File: src/rtl/io_bridge_pkg.sv
// Shared definitions for the CPU-to-peripheral bridge.
package io_bridge_pkg;

  typedef enum logic [1:0] {
    IDLE = 2'd0,
    WAIT = 2'd1,
    DONE = 2'd2
  } state_t;

  localparam logic [31:0] DEFAULT_BASE = 32'h0000_7F00;
  localparam int unsigned SLOT_BYTES   = 16;
  localparam int unsigned SLOT_SHIFT   = $clog2(SLOT_BYTES);

  // Width of a binary slot index; at least one bit even for a single slot.
  function automatic int unsigned idx_width(input int unsigned n);
    return (n > 1) ? $clog2(n) : 1;
  endfunction

endpackage

File: src/rtl/io_bridge_decode.sv
// Slot decoder: compares the address tag against each device slot.
module io_bridge_decode
  import io_bridge_pkg::*;
#(
  parameter int unsigned NUM_DEV = 3,
  parameter logic [31:0] BASE    = DEFAULT_BASE,
  localparam int unsigned IDX_W  = idx_width(NUM_DEV),
  localparam int unsigned TAG_W  = 32 - SLOT_SHIFT
) (
  input  logic [TAG_W-1:0]   addr_tag,
  output logic [NUM_DEV-1:0] hit,
  output logic               any_hit,
  output logic [IDX_W-1:0]   idx
);

  localparam logic [TAG_W-1:0] BASE_TAG = BASE[31:SLOT_SHIFT];

  // Hit vector and binary index; slots never overlap so at most one hit.
  always_comb begin
    hit = '0;
    idx = '0;
    for (int unsigned i = 0; i < NUM_DEV; i++) begin
      if (addr_tag == BASE_TAG + TAG_W'(i)) begin
        hit[i] = 1'b1;
        idx    = IDX_W'(i);
      end
    end
  end

  assign any_hit = |hit;

endmodule

File: src/rtl/io_bridge_mux.sv
// CPU-to-peripheral bridge: slot decode, select/ack handshake with timeout,
// and a registered masked interrupt request.
module io_bridge_mux
  import io_bridge_pkg::*;
#(
  parameter int unsigned          NUM_DEV  = 3,
  parameter logic [31:0]          BASE     = DEFAULT_BASE,
  parameter int unsigned          TIMEOUT  = 15,
  parameter logic [NUM_DEV-1:0]   IRQ_MASK = '1
) (
  input  logic                    clk,
  input  logic                    reset,
  input  logic [29:0]             cpu_addr,
  input  logic [31:0]             cpu_wdata,
  input  logic                    cpu_we,
  input  logic                    cpu_re,
  input  logic [3:0]              cpu_be,
  output logic [31:0]             cpu_rdata,
  output logic                    cpu_stall,
  output logic                    cpu_buserr,
  output logic [1:0]              dev_addr,
  output logic [31:0]             dev_wdata,
  output logic [3:0]              dev_be,
  output logic                    dev_we,
  output logic [NUM_DEV-1:0]      dev_sel,
  input  logic [32*NUM_DEV-1:0]   dev_rdata,
  input  logic [NUM_DEV-1:0]      dev_ack,
  input  logic [NUM_DEV-1:0]      dev_irq,
  output logic [NUM_DEV-1:0]      hw_int
);

  localparam int unsigned IDX_W = idx_width(NUM_DEV);
  localparam logic [7:0]  TIMER_LAST = 8'(TIMEOUT - 1);

  state_t             state_q, state_d;
  logic [NUM_DEV-1:0] hit;
  logic               any_hit;
  logic [IDX_W-1:0]   hit_idx;
  logic [IDX_W-1:0]   idx_q;
  logic               req;
  logic               we_q;
  logic               err_q;
  logic [7:0]         timer_q;
  logic               timer_exp;
  logic [31:0]        rdata_q;
  logic [31:0]        sel_rdata;
  logic               ack_sel;

  io_bridge_decode #(
    .NUM_DEV (NUM_DEV),
    .BASE    (BASE)
  ) u_decode (
    .addr_tag (cpu_addr[29:SLOT_SHIFT-2]),
    .hit      (hit),
    .any_hit  (any_hit),
    .idx      (hit_idx)
  );

  assign req       = (cpu_re | cpu_we) & any_hit;
  assign timer_exp = (timer_q == TIMER_LAST);

  // Route the latched slot's read bus and ack line.
  always_comb begin
    sel_rdata = '0;
    ack_sel   = 1'b0;
    for (int unsigned i = 0; i < NUM_DEV; i++) begin
      if (idx_q == IDX_W'(i)) begin
        sel_rdata = dev_rdata[32*i +: 32];
        ack_sel   = dev_ack[i];
      end
    end
  end

  // FSM state register.
  always_ff @(posedge clk) begin
    if (reset) state_q <= IDLE;
    else       state_q <= state_d;
  end

  // Next state and handshake outputs.
  always_comb begin
    state_d    = state_q;
    cpu_stall  = 1'b0;
    cpu_rdata  = '0;
    cpu_buserr = 1'b0;
    dev_we     = 1'b0;
    dev_sel    = '0;
    case (state_q)
      IDLE: begin
        cpu_stall = req;
        if (req) state_d = WAIT;
      end
      WAIT: begin
        cpu_stall = 1'b1;
        dev_we    = we_q;
        for (int unsigned i = 0; i < NUM_DEV; i++) begin
          dev_sel[i] = (idx_q == IDX_W'(i));
        end
        if (ack_sel || timer_exp) state_d = DONE;
      end
      DONE: begin
        cpu_rdata  = rdata_q;
        cpu_buserr = err_q;
        state_d    = IDLE;
      end
      default: state_d = IDLE;
    endcase
  end

  // Access capture at accept, timer, and read/error result in WAIT.
  always_ff @(posedge clk) begin
    if (reset) begin
      idx_q     <= '0;
      dev_addr  <= '0;
      dev_wdata <= '0;
      dev_be    <= '0;
      we_q      <= 1'b0;
      timer_q   <= '0;
      err_q     <= 1'b0;
      rdata_q   <= '0;
    end else begin
      case (state_q)
        IDLE: begin
          if (req) begin
            idx_q     <= hit_idx;
            dev_addr  <= cpu_addr[1:0];
            dev_wdata <= cpu_wdata;
            dev_be    <= cpu_be;
            we_q      <= cpu_we;
            timer_q   <= '0;
            err_q     <= 1'b0;
            rdata_q   <= '0;
          end
        end
        WAIT: begin
          if (ack_sel) begin
            rdata_q <= sel_rdata;
            err_q   <= 1'b0;
          end else if (timer_exp) begin
            rdata_q <= '0;
            err_q   <= 1'b1;
          end else begin
            timer_q <= timer_q + 8'd1;
          end
        end
        default: ;
      endcase
    end
  end

  // Interrupt request register, independent of the access FSM.
  always_ff @(posedge clk) begin
    if (reset) hw_int <= '0;
    else       hw_int <= dev_irq & IRQ_MASK;
  end

endmodule

File: config.mk
export PLATFORM = sky130hd
export DESIGN_NAME = io_bridge_mux
export DESIGN_NICKNAME = d
export VERILOG_FILES = /design/src/rtl/io_bridge_pkg.sv /design/src/rtl/io_bridge_decode.sv /design/src/rtl/io_bridge_mux.sv
export SDC_FILE = /design/constraint.sdc
export NUM_CORES = 1
export LEC_CHECK = 0
export BUFFER_PORTS_ARGS = -buffer_cell sky130_fd_sc_hd__buf_2
export CORE_MARGIN = 5
export CORE_UTILIZATION = 40
export CTS_CLUSTER_SIZE = 28
export DETAILED_ROUTE_END_ITERATION = 10
export GPL_ROUTABILITY_DRIVEN = 0
export GPL_TIMING_DRIVEN = 0
export MAX_ROUTING_LAYER = met4
export PLACE_DENSITY = 0.72
export REMOVE_ABC_BUFFERS = 1
export SETUP_SLACK_MARGIN = 0.3
export SYNTH_ARGS = -nofsm -noshare
export SYNTH_HDL_FRONTEND = slang
export SYNTH_HIERARCHICAL = 1
export SYNTH_SLANG_ARGS = --single-unit
export TNS_END_PERCENT = 1
File: constraint.sdc
create_clock -name clk -period 4.3 [get_ports clk]
set_input_delay 0.215 -clock clk [delete_from_list [all_inputs] [get_ports clk]]
set_output_delay 0.215 -clock clk [all_outputs]
set_load 0.005 [all_outputs]
==> flow_summary.toml <==
[placed_design]
portBuffers = 250
place_inst = 880
placedInstanceArea_mm2 = 0.00550
post-dp-hpwl_um = 9990

[finish]
mostFrequentLayoutCell = "sky130_fd_sc_hd__buf_2"
layout_nets = 929
post_layout_inst_area_mm2 = 0.00567
layout-drive-gt1-share_pct = 36.8
synthToLayoutAreaGrowth_pct = 37.1
count_of_antenna_diodes_in_the_layout = 0
post_layout_nonfiller_instances = 895
highest_count_cells_in_the_layout_ignoring_fill_and_taps = "sky130_fd_sc_hd__buf_2, sky130_fd_sc_hd__nand2_1, sky130_fd_sc_hd__dfxtp_1"

[synthesis]
ys.warnings.count = 6
synthesis.instances = 529
syn_area_mm2 = 0.00413
syn_avg_cell_area_um2 = 7.81

[floorplan]
die_w_um = 112
fp.dieArea_mm2 = 0.0125
floorplan.initialDensity_pct = 40.6
placementRows = 37
core_area_mm2 = 0.0102
die-height_um = 112
design.portCount = 251

[clocking]
cts.path.max_buffers = 2
clkLatencyLatePin_ns = 0.35
tritoncts = "done"
htree_depth = 3
cts_root_buf = "sky130_fd_sc_hd__clkbuf_8"
hold_fix_buffers_at_cts = 0
tritoncts_num_sinks = 87
cts_made_buffers = 9
clkTransAtPathRegs_ns = 0.08
post_cts_resize_count = 0
postCtsSetupRepairBufs = 0

[power_and_ir_drop]
swShare_pct = 22.9
clock_power_share_pct = 35.1
total_switching_power_w = 0.000326
share_comb_of_total_power_pct = 8.2
worst_ir_drop_vdd_uv = 148
power.internal_w = 0.00110
power.density_cell_area_mw_per_mm2 = 251
pwr-share-seq_pct = 56.7
finalPower_w = 0.00142
p_leak_nw = 2.46

[worst_hold_path]
worstHoldStart = "dev_irq[1]"
timing.hold.worst_endpoint = "hw_int[1]"
worstHoldPathCells = 2
hold_path_class = "input pin to register"

[sta]
final.setup.tns_ns = 0
max_slew.worst_pin.slew_ns = 1.19
fmaxAchievable_mhz = 291
final-setup-viol-count = 0
final_min_period_over_clock_period_pct = 79.9
max_transition_margin_pct = 20.6
rsz0062_at_grt = "no"
final-max-slew-violation-count = 0
layout_min_cycle_time_ns = 3.43
report.final.hold_viol_count = 0
clock_skew_ns = 0.00903

[route]
detail_route.first_pass.iterations = 4
route.antenna.remaining_nets = 0
drt_first_iter_violations = 233
route.detailed.wl_per_inst_um = 14.6
route.detailed.drc = 0
detail_route.wirelength_um = 13000
routed_via_density = 5.02
total_via_count_after_detailed_routing = 4495

[worst_setup_path]
timing.setup.critical_path_class = "register to register"
reg2reg_to = "timer_q[7]"
cp.arrival_ns = 3.66
crit_path_max_fanout = 39
timing.critical_path.from_type = "register"
worstReg2RegStart = "idx_q[0]"
crit_required_ns = 4.53
reg2reg_setup_slack_ns = 0.87
endpoint_kind = "register"
worstRegToRegCells = 6

[global_routing]
wire_length_of_the_first_global_routing_pass_um = 20700
grt_max_degree = 83
grt_pass1_vias = 4332
gr-usage-all-layers_pct = 20.6
initial_antenna_violation_count = 0
grt_overflow_total = 0

[job]
max-cap-violations = 0

[status]
run_status = "completed"
-- worst max path at each step --
stage                  from           end  slack [ns]  depth (start not counted)
2_1_floorplan      idx_q[1]    timer_q[7]        0.17                          5
3_3_place_gp   cpu_addr[13]  dev_wdata[1]       -1.27                          8
3_5_place_dp       idx_q[0]    timer_q[5]        0.39                          6
4_1_cts            idx_q[0]    timer_q[7]        0.38                          6
5_1_grt            idx_q[0]    timer_q[6]        0.56                          6
6_report           idx_q[0]    timer_q[7]        0.87                          6
-- state kept, by name, summed over array words and instances (netlist names) --
name / count
timer_q: 8
dev_addr: 2
idx_q: 2
state_q: 2
we_q: 1
dev_wdata: 32
err_q: 1
rdata_q: 32
dev_be: 4
hw_int: 3
-- layer usage --
metal | vias to the layer above | wire length (um) | GRT usage [%]
met5 | - | 0 | -
met2 | 214 | 6260 | 33.9
li1 | 2251 | - | -
met4 | 0 | 246 | 8.11
met1 | 2011 | 5380 | 24.3
met3 | 19 | 1160 | 5.11
-- area by class of cell --
type	count	area, um^2
inverter	3	11.3
clock inverter	3	20.0
sequential	87	1740
timing repair buffer	257	1350
fill	1018	4520
tap	136	170
clock buffer	12	145
multi-input combinational	397	2230
-- critical path, cell delays in order, from the launching register on --
cell and delay, ns:
sky130_fd_sc_hd__dfxtp_1 1.11, sky130_fd_sc_hd__nor2b_2 0.60, sky130_fd_sc_hd__buf_8 0.26, sky130_fd_sc_hd__a32o_2 0.73
sky130_fd_sc_hd__or3_1 0.37, sky130_fd_sc_hd__or4_1 0.16, sky130_fd_sc_hd__a21oi_1 0.06
-- per-stage QoR --
stage / utilization (%) / worst slack [ns] / hold slack, ns
finish: 55.7 / 0.866 / 0.0722
global route: 55.7 / 0.563 / 0.0677
CTS: 55.6 / 0.379 / 0.0482
detailed placement: 54.0 / 0.388 / 0.430
global placement: 52.9 / -1.27 / 0.423
floorplan: - / 0.172 / 0.284
-- power by group through the flow --
| stage | logic [W] | clock network (W) | registers, W |
|---|---|---|---|
| finish | 0.000116 | 0.000500 | 0.000806 |
| global route | 0.000130 | 0.000555 | 0.000807 |
| CTS | 0.000117 | 0.000523 | 0.000806 |
| detailed placement | 0.000116 | 0 | 0.000826 |
| global placement | 0.000113 | 0 | 0.000826 |
| floorplan | 0.0000206 | 0 | 0.000826 |
No activity file was read; power rests on OpenSTA's default activity.
